$ cat config.mk
export PLATFORM = sky130hd
export DESIGN_NAME = fp_result_collector
export DESIGN_NICKNAME = d
export VERILOG_FILES = /design/src/rtl/fp_pkg.sv /design/src/rtl/fp_sync_fifo.sv /design/src/rtl/fp_result_collector.sv
export SDC_FILE = /design/constraint.sdc
export NUM_CORES = 1
export LEC_CHECK = 0
export CORE_MARGIN = 10
export CORE_UTILIZATION = 30
export CTS_CLUSTER_DIAMETER = 40
export DETAILED_ROUTE_END_ITERATION = 8
export GPL_ROUTABILITY_DRIVEN = 0
export PLACE_DENSITY = 0.58
export SKIP_LAST_GASP = 1
export SYNTH_ARGS = -nofsm -noshare
export SYNTH_HDL_FRONTEND = slang
export SYNTH_HIERARCHICAL = 1
export SYNTH_SLANG_ARGS = --single-unit
$ cat constraint.sdc
create_clock -name clk -period 5.3 [get_ports clk]
set_input_delay 1.06 -clock clk [delete_from_list [all_inputs] [get_ports clk]]
set_output_delay 1.06 -clock clk [all_outputs]
set_load 0.02 [all_outputs]
$ cat src/rtl/fp_pkg.sv
// Shared definitions for the float ALU result path: flag layout, canonical
// NaN and the packed result+flags word stored in the collector FIFO.
package fp_pkg;

  localparam int FLAG_W      = 5;
  localparam int F_OVERFLOW  = 0;
  localparam int F_UNDERFLOW = 1;
  localparam int F_INEXACT   = 2;
  localparam int F_INVALID   = 3;

  localparam logic [31:0] CANON_NAN = 32'h7FC0_0000;

  typedef struct packed {
    logic [31:0]       result;
    logic [FLAG_W-1:0] flags;
  } fp_res_t;

endpackage : fp_pkg

$ cat src/rtl/fp_sync_fifo.sv
// Single-clock FIFO with extra pointer MSB for full/empty; the head word is
// visible combinationally and reads as zero while empty.
module fp_sync_fifo #(
  parameter int WIDTH = 37,
  parameter int DEPTH = 4,
  parameter int CW    = $clog2(DEPTH) + 1
) (
  input  logic             clk,
  input  logic             rst,
  input  logic             push,
  input  logic [WIDTH-1:0] wdata,
  input  logic             pop,
  output logic [WIDTH-1:0] rdata,
  output logic             full,
  output logic             empty,
  output logic [CW-1:0]    count
);

  localparam int AW = CW - 1;
  localparam logic [CW-1:0] DEPTH_C = CW'(DEPTH);

  logic [WIDTH-1:0] mem_q [DEPTH];
  logic [CW-1:0]    wr_ptr_q, wr_ptr_d;
  logic [CW-1:0]    rd_ptr_q, rd_ptr_d;
  logic             do_push, do_pop;

  assign count   = wr_ptr_q - rd_ptr_q;
  assign empty   = (wr_ptr_q == rd_ptr_q);
  assign full    = (count == DEPTH_C);
  assign do_pop  = pop && !empty;
  // A push into a full FIFO is legal only when the head leaves in the same cycle.
  assign do_push = push && (!full || do_pop);
  assign rdata   = empty ? '0 : mem_q[rd_ptr_q[AW-1:0]];

  always_comb begin
    wr_ptr_d = wr_ptr_q;
    rd_ptr_d = rd_ptr_q;
    if (do_push) wr_ptr_d = wr_ptr_q + CW'(1);
    if (do_pop)  rd_ptr_d = rd_ptr_q + CW'(1);
  end

  always_ff @(posedge clk or posedge rst) begin
    if (rst) begin
      wr_ptr_q <= '0;
      rd_ptr_q <= '0;
    end else begin
      wr_ptr_q <= wr_ptr_d;
      rd_ptr_q <= rd_ptr_d;
    end
  end

  always_ff @(posedge clk) begin
    if (do_push) mem_q[wr_ptr_q[AW-1:0]] <= wdata;
  end

endmodule : fp_sync_fifo

$ cat src/rtl/fp_result_collector.sv
// Buffers float ALU results behind a valid/ready port, gates ALU starts with
// credits so no result is ever produced without space, and keeps sticky flags.
module fp_result_collector
  import fp_pkg::*;
#(
  parameter int DEPTH = 4,
  parameter int CW    = $clog2(DEPTH) + 1
) (
  input  logic              clk,
  input  logic              rst,
  input  logic              issue_req,
  output logic              issue_grant,
  input  logic              alu_valid,
  input  logic [31:0]       alu_result,
  input  logic [FLAG_W-1:0] alu_flags,
  output logic              out_valid,
  input  logic              out_ready,
  output logic [31:0]       out_result,
  output logic [FLAG_W-1:0] out_flags,
  output logic [FLAG_W-1:0] sticky_flags,
  input  logic              sticky_clr,
  output logic [CW-1:0]     in_flight,
  output logic [CW-1:0]     count,
  output logic              overflow_err
);

  localparam logic [CW:0] DEPTH_W = (CW+1)'(DEPTH);

  logic [CW-1:0]     in_flight_q, in_flight_d;
  logic [FLAG_W-1:0] sticky_q, sticky_d;
  logic              err_q, err_d;
  logic [CW:0]       occupancy;
  logic              pending, accept, pop;
  logic              fifo_full, fifo_empty;
  fp_res_t           wr_word, head_word;

  // Grant looks only at registered state so the ALU's same-cycle special-case
  // result cannot form a loop back into start.
  assign occupancy   = {1'b0, in_flight_q} + {1'b0, count};
  assign issue_grant = issue_req && (occupancy < DEPTH_W);
  assign pending     = (in_flight_q != '0) || issue_grant;
  assign out_valid   = !fifo_empty;
  assign pop         = out_valid && out_ready;
  assign accept      = alu_valid && pending && (!fifo_full || pop);

  assign wr_word.result = alu_result;
  assign wr_word.flags  = alu_flags;
  assign out_result     = head_word.result;
  assign out_flags      = head_word.flags;
  assign in_flight      = in_flight_q;
  assign sticky_flags   = sticky_q;
  assign overflow_err   = err_q;

  fp_sync_fifo #(
    .WIDTH ($bits(fp_res_t)),
    .DEPTH (DEPTH),
    .CW    (CW)
  ) u_fifo (
    .clk   (clk),
    .rst   (rst),
    .push  (accept),
    .wdata (wr_word),
    .pop   (pop),
    .rdata (head_word),
    .full  (fifo_full),
    .empty (fifo_empty),
    .count (count)
  );

  always_comb begin
    in_flight_d = in_flight_q + CW'(issue_grant) - CW'(accept);
    sticky_d    = sticky_clr ? '0 : sticky_q;
    err_d       = err_q;
    // Flags of a capture in the clear cycle land after the clear.
    if (accept) sticky_d = sticky_d | alu_flags;
    if (alu_valid && !accept) err_d = 1'b1;
  end

  always_ff @(posedge clk or posedge rst) begin
    if (rst) begin
      in_flight_q <= '0;
      sticky_q    <= '0;
      err_q       <= 1'b0;
    end else begin
      in_flight_q <= in_flight_d;
      sticky_q    <= sticky_d;
      err_q       <= err_d;
    end
  end

endmodule : fp_result_collector

# ---- Yosys cells after proc, flatten, opt, wreduce, memory -nomap -nowiden
# Memories as Yosys holds them, arrays and structs flattened.
# Index checks and enable logic that the tools add are counted.
dict set report word_totals {
  register_bits 15
  ram_bits 148
  in_bits 43
  output_inout_bits 51
  wordCells 35
  n_memories 1
}
dict set report op_classes {
  n_addsub 6
  magnitude_cmp 1
  eq_ne 2
  mux 5
  bitwise 1
  reduce_logical 14
}
# name depth word_bits read_ports rd_clocked_by_memory_dff wr line_no
set mem_list {}
lappend mem_list {u_fifo.mem_q 4 37 1 0 1 fp_sync_fifo.sv:22} ;# logic [WIDTH-1:0] mem_q [DEPTH];
# cell count
set ops {}
lappend ops {{two-way mux 37 bit} 1}
lappend ops {{two-way mux 5 bit} 2}
lappend ops {{logical AND 1 bit} 7}
lappend ops {{adder 3 x 1 -> 3 bit (second input constant)} 2}
lappend ops {{OR 5 bit} 1}
lappend ops {{adder 3 x 3 -> 4 bit} 1}
lappend ops {{less-than comparator 4 x 3 -> 1 bit (second input constant)} 1}
lappend ops {{adder 3 x 1 -> 3 bit} 1}
lappend ops {{== test 3 bit} 1}
lappend ops {{== test 3 bit (second input constant)} 1}
lappend ops {{zero test 1 bit} 3}
lappend ops {{logical OR 1 bit} 3}
lappend ops {{nonzero test 3 bit} 1}
lappend ops {{subtractor 3 x 1 -> 3 bit} 1}
lappend ops {{subtractor 3 bit} 1}
lappend ops {{two-way mux 1 bit} 2}

# ---- Longest topological paths before layout
# Gate-level depths: netlist of run 1.
dict set report logic_depth {
  depth_word 10
  mapped_depth 17
  mapped_depth_nobuf 16
}

# ---- Cells and area by module
# Netlist of run 1, hierarchy kept.
# mod n_inst cells_per_inst area_per_inst_um2 seq_area_each_um2
set by_module_without_submodules {}
lappend by_module_without_submodules {fp_sync_fifo 1 275 6038.3 4594.4}
lappend by_module_without_submodules {fp_result_collector 1 47 503.0 225.2}

# ---- Worst setup path after synthesis of run 1
# OpenSTA, ideal clock, no wires.
dict set report synth_timing {
  kind {flip-flop to flip-flop}
  start {register u_fifo.wr_ptr_q[0]}
  end {memory u_fifo.mem_q[0][0] (enable)}
  setup_ps 398
  arrival_ps 3551
  required_ps 4902
  setup_slack_ps 1351
  stages_incl_launch_ff 11
  path_buffers 0
  synth_period_minus_slack_ps 3949
  path_cell_list {dfrtp_1 inv_1 ha_1 fa_1 xor3_2 ha_1 nor4b_4 o221ai_4 inv_1 a21boi_4 and2_1}
}
dict set report synth_between {
  elab_chain_len 10
  elab_cells_between_ends 18
  classes_between {add/sub (2); order compare (1); eq/ne (2); mux (2); reduce/logical (11)}
}
# element line_no
set synth_rtl {}
lappend synth_rtl {{start: declaration} fp_sync_fifo.sv:23} ;# logic [CW-1:0] wr_ptr_q, wr_ptr_d;
lappend synth_rtl {{start signal: assignment} fp_sync_fifo.sv:47} ;# wr_ptr_q <= wr_ptr_d;
lappend synth_rtl {{subtractor 3 bit *} fp_sync_fifo.sv:27} ;# assign count = wr_ptr_q - rd_ptr_q;
lappend synth_rtl {{net count[2]} fp_result_collector.sv:23} ;# output logic [CW-1:0] count,
lappend synth_rtl {{adder 3 x 3 -> 4 bit} fp_result_collector.sv:39} ;# assign occupancy = {1'b0, in_flight_q} + {1'b0, count};
lappend synth_rtl {{less-than comparator 4 x 3 -> 1 bit} fp_result_collector.sv:40} ;# assign issue_grant = issue_req && (occupancy < DEPTH_W);
lappend synth_rtl {{logical AND 1 bit} fp_result_collector.sv:40}
lappend synth_rtl {{logical OR 1 bit} fp_result_collector.sv:41} ;# assign pending = (in_flight_q != '0) || issue_grant;
lappend synth_rtl {{logical AND 1 bit} fp_result_collector.sv:44} ;# assign accept = alu_valid && pending && (!fifo_full || pop);
lappend synth_rtl {{logical AND 1 bit *} fp_result_collector.sv:44}
lappend synth_rtl {{net accept} fp_result_collector.sv:33} ;# logic pending, accept, pop;
lappend synth_rtl {{logical AND 1 bit *} fp_sync_fifo.sv:32} ;# assign do_push = push && (!full || do_pop);
lappend synth_rtl {{two-way mux 1 bit *} fp_sync_fifo.sv:53} ;# if (do_push) mem_q[wr_ptr_q[AW-1:0]] <= wdata;
lappend synth_rtl {{two-way mux 1 bit (not written as such) *} fp_sync_fifo.sv:53}
lappend synth_rtl {{end: declaration} fp_sync_fifo.sv:22}
# Mark *: on every way through the listed nets, which the timed path passes. The rest lies on a longest branch.

# ---- Final worst setup path of run 1
dict set report layout_timing {
  start {register u_fifo.wr_ptr_q[0]}
  end {output issue_grant}
}
dict set report layout_between {
  elab_chain_len 4
}
# element line_no
set layout_rtl {}
lappend layout_rtl {{subtractor 3 bit} fp_sync_fifo.sv:27}
lappend layout_rtl {{adder 3 x 3 -> 4 bit} fp_result_collector.sv:39}
lappend layout_rtl {{less-than comparator 4 x 3 -> 1 bit} fp_result_collector.sv:40}
lappend layout_rtl {{logical AND 1 bit} fp_result_collector.sv:40}
lappend layout_rtl {{end: declaration} fp_result_collector.sv:12} ;# output logic issue_grant,
# Every way passes these cells.

==> results of run 1 <==
synth_stat cells:
| cell type | number |
|---|---|
| xor2_1 | 1 |
| or3_4 | 1 |
| buf_4 | 3 |
| buf_2 | 5 |
| fa_1 | 2 |
| clkbuf_1 | 4 |
| mux2_2 | 1 |
| a21o_1 | 1 |
| a21boi_4 | 1 |
| xor3_2 | 1 |
| a31oi_1 | 1 |
| nor4b_4 | 1 |
| clkinv_1 | 1 |
| nand2_1 | 2 |
| dfrtp_1 | 15 |
| ha_1 | 11 |
| o22ai_1 | 6 |
| mux4_2 | 37 |
| nor2_1 | 1 |
| and2_1 | 3 |
| o211ai_2 | 1 |
| o221ai_4 | 1 |
| inv_2 | 1 |
| nor2b_1 | 38 |
| inv_1 | 25 |
| nand3_2 | 1 |
| edfxtp_1 | 148 |
| mux2_4 | 1 |
| o21ai_1 | 1 |
| xnor2_1 | 6 |
| o21a_1 | 1 |
worst min-delay path by stage:
stage / start / end / slack (ns) / cells past startpoint
after detailed placement: overflow_err / overflow_err / 0.45 / 1
final: overflow_err / overflow_err / 0.46 / 1
after global placement: overflow_err / overflow_err / 0.45 / 1
after CTS: overflow_err / overflow_err / 0.47 / 1
after floorplan: u_fifo/wr_ptr_q[2] / u_fifo/wr_ptr_q[2] / 0.49 / 1
after global routing: overflow_err / overflow_err / 0.50 / 1
critical path: cells and delay by family, from the launching register on:
| family | cells | cell delay (ns) |
|---|---|---|
| fa+ha+maj | 3 | 0.92 |
| buf+inv | 3 | 0.85 |
| xor+xnor | 1 | 0.44 |
| flops | 1 | 0.38 |
| simple gates | 1 | 0.32 |
| compound gates | 1 | 0.23 |
flip-flops by register name (all words and copies together), names as in the netlist:
signal,cells
u_fifo/rd_ptr_q,3
sticky_flags,5
u_fifo/wr_ptr_q,3
u_fifo/mem_q,148
in_flight,3
overflow_err,1
cell type report:
type | count | share of cell area
Timing Repair Buffer | 96 | 0.114
Sequential cell | 163 | 0.576
Clock inverter | 13 | 0.0190
Clock buffer | 18 | 0.0512
Inverter | 27 | 0.0121
Multi-Input combinational cell | 120 | 0.187
Tap cell | 275 | 0.0411
cell families (layout without fill, tap and decap cells):
group	Yosys count	after routing
DFF	163	163
and+or+nand+nor	47	47
muxes	39	39
buffers and inverters	39	154
adders and majority gates	13	13
AOI/OAI and AO/OA	13	13
xor gates and xnor gates	8	8
cells in the final DEF (no fill, tap or decap), drive strengths merged, types with 6 or more instances in the layout:
master           n
nor2b           38
clkdlybuf4s50   93
edfxtp         148
inv             28
clkinv           8
ha              11
xnor2            6
mux4            37
dfrtp           15
clkbuf          18
o22ai            6
routing by layer:
layer / vias up / GRT usage / share of wire
li1: 1453 / - / -
met5: - / 0 / 0
met2: 74 / 0.161 / 0.50
met3: 8 / 0.0396 / 0.057
met4: 0 / 0.0273 / 0.0055
met1: 1613 / 0.115 / 0.44
report_power, final:
group          leakage, nW  switching [mW]  internal [mW]  total, mW
registers             1.53           0.106           1.82       1.93
clock network        0.286           0.480          0.738       1.22
logic                 1.04            1.51           1.31       2.81
total                 2.85            2.09           3.87       5.96
==> results.yml, run 1 <==
run_status:
  status: "completed"
worst_setup_path:
  crit_arrival_ns: 3.54
  worstSetupStartpoint: "u_fifo/wr_ptr_q[0]"
  worstSetupEndpointType: "output pin"
  crit_chain: "inv_1 -> ha_1 -> fa_1 -> xor3_2 -> ha_1 -> nor4b_4 -> inv_1 -> a31oi_1 -> clkdlybuf4s50_1"
  max_stage_delay_ns: 0.67
  path_class: "reg2out"
  setup.worst_path.start_class: "flop"
  reg2reg_from: "u_fifo/wr_ptr_q[0]"
  r2r_cells: 10
  r2r-end: "u_fifo/mem_q[0][15]"
  cp_max_fo: 4
  crit_required_ns: 4.24
  slowest_stage: "clkdlybuf4s50_1"
  rrSetupSlack_ns: 1.25
  setup.worst_path.end: "issue_grant"
pwr:
  p_leak_nw: 2.85
  total_power_mw: 5.96
  power.density_mw_per_mm2: 711
  vdd_ir_drop_max_mv: 0.506
routing:
  drt_first_pass_iters: 4
  avgViaCountPerCell: 4.42
  drt_iter0_drc: 109
  routed_wl_um: 13400
  drc: 0
  ant_nets: 0
  wl_per_cell_um: 18.8
  vias: 3148
final_layout:
  area_delta_synth_final_pct: 28.1
  finish.net_count: 481
  layout-drive-gt1-share: 0.195
  regArea_sq_mm: 0.00482
  fin_util: 0.395
  instances_no_fill: 712
  antenna_cells: 0
  fillers: 1929
  multi_input_area_sq_mm: 0.00157
  stdcell_area_sq_mm: 0.00838
placed_design:
  placed_cells: 681
  pre_cts_ws_ns: 1.11
  place_area_sq_mm: 0.00779
  place_hpwl_um: 8450
  io_buffers: 93
logic_synthesis:
  yosys-top-cells-area: "edfxtp_1, mux4_2, dfrtp_1"
  synth-xor-area-share: 0.0132
  synth_compound_area_frac: 0.0186
  synth-adder-area-share: 0.0272
  synth_top_area_cell: "edfxtp_1"
  synth_seq_cells: 163
  synth_cell_types: 31
  synth_nets: 378
  yosysSeqAreaShare: 0.737
  netlist_area_sq_mm: 0.00654
  synth.yosys.warnings: 6
  synthSimpleGateAreaFrac: 0.0478
  synthMuxAreaShare: 0.131
  synth_cells: 322
  synth_top_family_by_area: "multiplexers"
  synth.avg_cell_area_sq_um: 20.3
  synthDominantCellAreaShare: 0.679
sta:
  drv_slew: 0
  fin_crit_ns: 4.60
  finalSetupTns_ns: 0
  relSlewSlack: 0.286
  holdWs_ns: 0.464
  min_period_over_period: 0.869
  max_freq_mhz: 217
  setup_viol: 0
  finalHoldViolations: 0
  skew_ns: 0.00928
  rsz0062_at_grt: "false"
  worst_slew_pin_slew_ns: 1.07
  setup_ws_ns: 0.696
worst_hold_path:
  min_path_type: "reg2reg"
clock_tree:
  tritoncts: "done"
  cts.sink_count: 163
  cts_root_buffer: "clkbuf_16"
  clockBufferDepth: 2
  htreeDepth: 4
  cts_buffers: 17
  clk_pin_slew_ns: 0.06
  clock_latency_ns: 0.42
  post-cts-setup-buffer-count: 0
  hold_buffers: 0
  cts-resized-gates: 0
grt:
  grt_overflow_total: 0
  grt_pass1_vias: 3680
  antenna_found_initial: 0
  grt_max_degree: 41
  grt_pass1_wl_um: 21200
  grt_usage: 0.0977
floorplan:
  core_area_sq_mm: 0.0212
  die_y_um: 168
  rows: 53
  fp.dieW_um: 168
  start_util: 0.308
  num_io_pins: 94
  die_area_sq_mm: 0.0281
job:
  drv_cap: 0
No activity file was read; power rests on OpenSTA's default activity.
==> run 2, diff against run 1 <==
--- a/config.mk
+++ b/config.mk
@@ -11,8 +11,8 @@
 export DETAILED_ROUTE_END_ITERATION = 8
 export GPL_ROUTABILITY_DRIVEN = 0
 export PLACE_DENSITY = 0.58
+export SETUP_SLACK_MARGIN = 0.02
 export SKIP_LAST_GASP = 1
 export SYNTH_ARGS = -nofsm -noshare
 export SYNTH_HDL_FRONTEND = slang
-export SYNTH_HIERARCHICAL = 1
 export SYNTH_SLANG_ARGS = --single-unit
==> run 2 against run 1 <==
- register-to-register slack got worse by 0.21 ns
- die area fell by 1.1%
- power decreased by 3.8%
- critical endpoint unchanged
- largest cell class unchanged
- highest routed layer unchanged
==> results.yml, run 2 <==
final_layout:
  fillers: 1927
  finish.net_count: 470
  antenna_cells: 0
  mostFrequentLayoutCells: "edfxtp_1, clkdlybuf4s50_1, mux4_2, and2_1, clkbuf_16"
  area_delta_synth_final_pct: 28.7
  largest_register_ffs: 148
  layout-drive-gt1-share: 0.201
  fin_util: 0.394
  final_common_cell: "edfxtp_1"
  stdcell_area_sq_mm: 0.00832
clock_tree:
  cts-resized-gates: 0
  tritoncts: "done"
  cts_buffers: 17
  cts_root_buffer: "clkbuf_16"
  clockBufferDepth: 2
  htreeDepth: 4
  post-cts-setup-buffer-count: 0
  clk_pin_slew_ns: 0.07
  hold_buffers: 0
  cts.sink_count: 163
  clock_latency_ns: 0.42
worst_setup_path:
  worstSetupStartpoint: "u_fifo.wr_ptr_q[0]"
  crit_required_ns: 4.24
  max_stage_delay_ns: 0.62
  critPathTopFamily: "buffers and inverters"
  reg2reg_from: "u_fifo.wr_ptr_q[0]"
  crit_chain: "inv_1 -> ha_1 -> inv_1 -> fa_1 -> xnor3_1 -> ha_1 -> nor4b_1 -> o21a_1 -> clkdlybuf4s50_1"
  crit_buf_inv: 3
  slowest_stage: "clkdlybuf4s50_1"
  worstSetupEndpointType: "output pin"
  path_class: "reg2out"
  cp_max_fo: 4
  crit_arrival_ns: 3.51
  rrSetupSlack_ns: 1.04
  r2r-end: "u_fifo.mem_q[0][29]"
  setup.worst_path.start_class: "flop"
  setup.worst_path.end: "issue_grant"
  cp_num_cells: 9
  r2r_cells: 11
logic_synthesis:
  ys_async_sr_fraction: 0.0920
  synthDominantCellAreaShare: 0.688
  yosys-top-cells-area: "edfxtp_1, mux4_2, dfrtp_1"
  synth.yosys.warnings: 0
  synth_top_area_cell: "edfxtp_1"
  synth_nets: 363
  yosysSeqAreaShare: 0.746
  ys.flop_type: "edfxtp_1"
  synth.avg_cell_area_sq_um: 21.1
  synth_cells: 307
  yosys-top-cells-count: "edfxtp_1, and2_1, mux4_2"
  synth_cell_types: 29
  netlist_area_sq_mm: 0.00646
  synth.most_common_cell: "edfxtp_1"
  synth_edf_count: 148
  synth_seq_cells: 163
routing:
  drt_first_pass_iters: 4
  ant_nets: 0
  wl_per_cell_um: 19.2
  vias: 3141
  drc: 0
  routed_wl_um: 13500
  avgViaCountPerCell: 4.47
  drt_iter0_drc: 226
sta:
  relSlewSlack: 0.468
  min_period_over_period: 0.862
  holdWs_ns: 0.479
  drv_slew: 0
  finalSetupTns_ns: 0
  finalHoldViolations: 0
  skew_ns: 0.0106
  fin_crit_ns: 4.57
  setup_viol: 0
  max_freq_mhz: 219
  worst_slew_pin_slew_ns: 0.798
  rsz0062_at_grt: "false"
pwr:
  p_leak_nw: 2.80
  total_power_mw: 5.74
  vdd_ir_drop_max_mv: 0.628
  power.density_mw_per_mm2: 690
floorplan:
  die_area_sq_mm: 0.0278
  rows: 53
  core_area_sq_mm: 0.0211
  die_y_um: 167
  start_util: 0.306
  fp.dieW_um: 167
  num_io_pins: 94
run_status:
  status: "completed"
grt:
  grt_overflow_total: 0
  grt_pass1_vias: 3613
  grt_pass1_wl_um: 21400
  grt_max_degree: 41
  antenna_found_initial: 0
  grt_usage: 0.100
placed_design:
  place_hpwl_um: 8630
  io_buffers: 93
  place_area_sq_mm: 0.00774
job:
  drv_cap: 0
worst_hold_path:
  min_path_type: "reg2reg"
  hold_depth: 1
-- run 2: final cells by class --
type	count	area (sq um)	share of cell area
clock inverters	14	150	0.0181
well taps	275	344	0.0414
multi-input cells	117	1530	0.184
flip-flops and latches	163	4820	0.580
inverters	14	52.6	0.00632
repair buffers	101	991	0.119
clock buffers	18	429	0.0516
-- run 2: worst reg2reg max path, cell delays in order (launching register included) --
cell and delay [ns]:
dfrtp_1 0.40, inv_1 0.15, ha_1 0.17, inv_1 0.05
fa_1 0.36, xnor3_1 0.41, ha_1 0.29, nor4b_1 0.42
o41ai_2 0.17, a21oi_2 0.45, and2_2 0.70, buf_4 0.38
-- run 2: logic make-up after synthesis --
group	count (synthesis)	share of synthesized area
multiplexers	39	0.132
AO/OA/AOI/OAI	11	0.0168
adder cells (fa/ha/maj)	13	0.0275
flip-flops	163	0.746
XOR/XNOR	8	0.0130
AND/OR/NAND/NOR	46	0.0459
buffers and inverters	27	0.0186
-- run 2: metrics by stage --
step | setup WS [ns] | instances
final | 0.729 | 702
after global routing | 0.429 | 702
after CTS | 0.686 | 702
after detailed placement | 0.912 | 670
after global placement | 1.10 | 670
after floorplan | 0.877 | 307
-- run 2: worst min path at each step --
stage                       start                 end  slack [ns]
3_5_place_dp         overflow_err        overflow_err        0.46
5_1_grt              overflow_err        overflow_err        0.52
3_3_place_gp         overflow_err        overflow_err        0.48
6_report             overflow_err        overflow_err        0.48
4_1_cts              overflow_err        overflow_err        0.49
2_1_floorplan  u_fifo.wr_ptr_q[2]  u_fifo.wr_ptr_q[2]        0.49
-- run 2: power breakdown --
part           switching [mW]  total [mW]  leakage (nW)  internal [mW]
Combinational            1.37        2.65         0.997           1.28
Clock                   0.503        1.20         0.280          0.698
Sequential              0.107        1.89          1.53           1.78
-- run 2: layer usage --
layer	global-route usage	share of wire
met1	0.121	0.44
met2	0.162	0.50
met3	0.0384	0.052
met4	0.0332	0.010
met5	0	0
==> run 3, diff against run 2 <==
--- a/config.mk
+++ b/config.mk
@@ -7,10 +7,11 @@
 export LEC_CHECK = 0
 export CORE_MARGIN = 10
 export CORE_UTILIZATION = 30
+export CTS_BUF_LIST = sky130_fd_sc_hd__clkbuf_4 sky130_fd_sc_hd__clkbuf_8 sky130_fd_sc_hd__clkbuf_16
 export CTS_CLUSTER_DIAMETER = 40
 export DETAILED_ROUTE_END_ITERATION = 8
 export GPL_ROUTABILITY_DRIVEN = 0
-export PLACE_DENSITY = 0.58
+export PLACE_DENSITY_LB_ADDON = 0.1
 export SETUP_SLACK_MARGIN = 0.02
 export SKIP_LAST_GASP = 1
 export SYNTH_ARGS = -nofsm -noshare
==> run 3 against run 2 <==
- critical path depth unchanged
- sequential share of layout area shrank 0.19 points
- non-clock buffer count increased by 1
- global-route usage increased by 0.30 points
- sequential power about the same
- wire length increased by 3.6%
- largest cell class unchanged
==> results.yml, run 3 (synthesis gave the netlist of run 2 again) <==
run_status:
  status: "completed"
sta:
  max_freq_mhz: 217
  worst_slew_pin_slew_ns: 0.813
  finalSetupTns_ns: 0
  setup_ws_ns: 0.699
  holdWs_ns: 0.481
  rsz0062_at_grt: "false"
  skew_ns: 0.00675
  drv_slew: 0
  setup_viol: 0
  fin_crit_ns: 4.60
  finalHoldViolations: 0
  relSlewSlack: 0.458
  min_period_over_period: 0.868
final_layout:
  antenna_cells: 0
  multi_input_area_sq_mm: 0.00153
  regArea_sq_mm: 0.00482
  fin_util: 0.396
  final_common_cell: "edfxtp_1"
  layout-drive-gt1-share: 0.206
  finish.net_count: 471
  instances_no_fill: 703
  mostFrequentLayoutCells: "edfxtp_1, clkdlybuf4s50_1, mux4_2, and2_1, clkbuf_16"
  fillers: 1955
  area_delta_synth_final_pct: 29.1
  largest_register_ffs: 148
placed_design:
  place_hpwl_um: 8810
  io_buffers: 93
  pre_cts_ws_ns: 0.906
  placed_cells: 671
worst_setup_path:
  crit_arrival_ns: 3.54
  path_class: "reg2out"
  crit_buf_inv: 3
  cp_max_fo: 4
  slowest_stage: "clkdlybuf4s50_1"
  critPathTopFamily: "adder cells"
  worstSetupEndpointType: "output pin"
  crit_chain: "inv_1 -> ha_1 -> inv_1 -> fa_1 -> xnor3_1 -> ha_1 -> nor4b_1 -> o21a_1 -> clkdlybuf4s50_1"
  max_stage_delay_ns: 0.61
  crit_required_ns: 4.24
  setup.worst_path.start_class: "flop"
clock_tree:
  cts-resized-gates: 0
  tritoncts: "done"
  clockBufferDepth: 2
  cts.sink_count: 163
  clk_pin_slew_ns: 0.06
  cts_buffers: 17
  htreeDepth: 4
  hold_buffers: 0
  clock_latency_ns: 0.41
  post-cts-setup-buffer-count: 0
  cts_root_buffer: "clkbuf_16"
floorplan:
  num_io_pins: 94
  rows: 53
  core_area_sq_mm: 0.0211
  fp.dieW_um: 167
  die_area_sq_mm: 0.0278
  die_y_um: 167
  start_util: 0.306
pwr:
  power.density_mw_per_mm2: 696
  vdd_ir_drop_max_mv: 0.518
  p_leak_nw: 2.82
routing:
  drt_iter0_drc: 87
  avgViaCountPerCell: 4.45
  ant_nets: 0
  wl_per_cell_um: 19.9
  drt_first_pass_iters: 3
  routed_wl_um: 14000
  vias: 3130
  drc: 0
grt:
  grt_pass1_vias: 3668
  antenna_found_initial: 0
  grt_pass1_wl_um: 22100
  grt_max_degree: 41
  grt_usage: 0.103
  grt_overflow_total: 0
job:
  drv_cap: 0
worst_hold_path:
  min_path_type: "reg2reg"
[run 3: cell type report]
type	count	area share
Clock buffer	19	0.0528
Timing Repair Buffer	102	0.120
Inverter	14	0.00630
Tap cell	275	0.0412
Sequential cell	163	0.578
Clock inverter	13	0.0189
Multi-Input combinational cell	117	0.183
[run 3: through the flow]
stage          power (mW)  cell area (sq um)
4_1_cts              5.93               8350
3_3_place_gp         4.66               7750
3_5_place_dp         4.68               7750
5_1_grt              6.17               8350
2_1_floorplan        3.51               6460
6_report             5.81               8350
[run 3: power by group]
group          switching, mW  internal (mW)  leakage, nW
combinational           1.40           1.28         1.00
sequential             0.109           1.78         1.53
clock                  0.486          0.751        0.290
[run 3: routing by layer]
layer / wire length (um) / track usage
met5: 0 / 0
met4: 130 / 0.0321
met3: 632 / 0.0367
met2: 6950 / 0.167
met1: 6260 / 0.127
[run 3: worst paths after layout]
check	depth (start not counted)	slack, ns	end	from
max	9	0.70	issue_grant	u_fifo.wr_ptr_q[0]
min	1	0.48	overflow_err	overflow_err
max reg2reg	11	1.04	u_fifo.mem_q[0][14]	u_fifo.wr_ptr_q[0]
min reg2reg	1	0.48	overflow_err	overflow_err
max in group asynchronous	2	3.81	u_fifo.rd_ptr_q[0]	rst
min in group asynchronous	2	1.02	overflow_err	rst
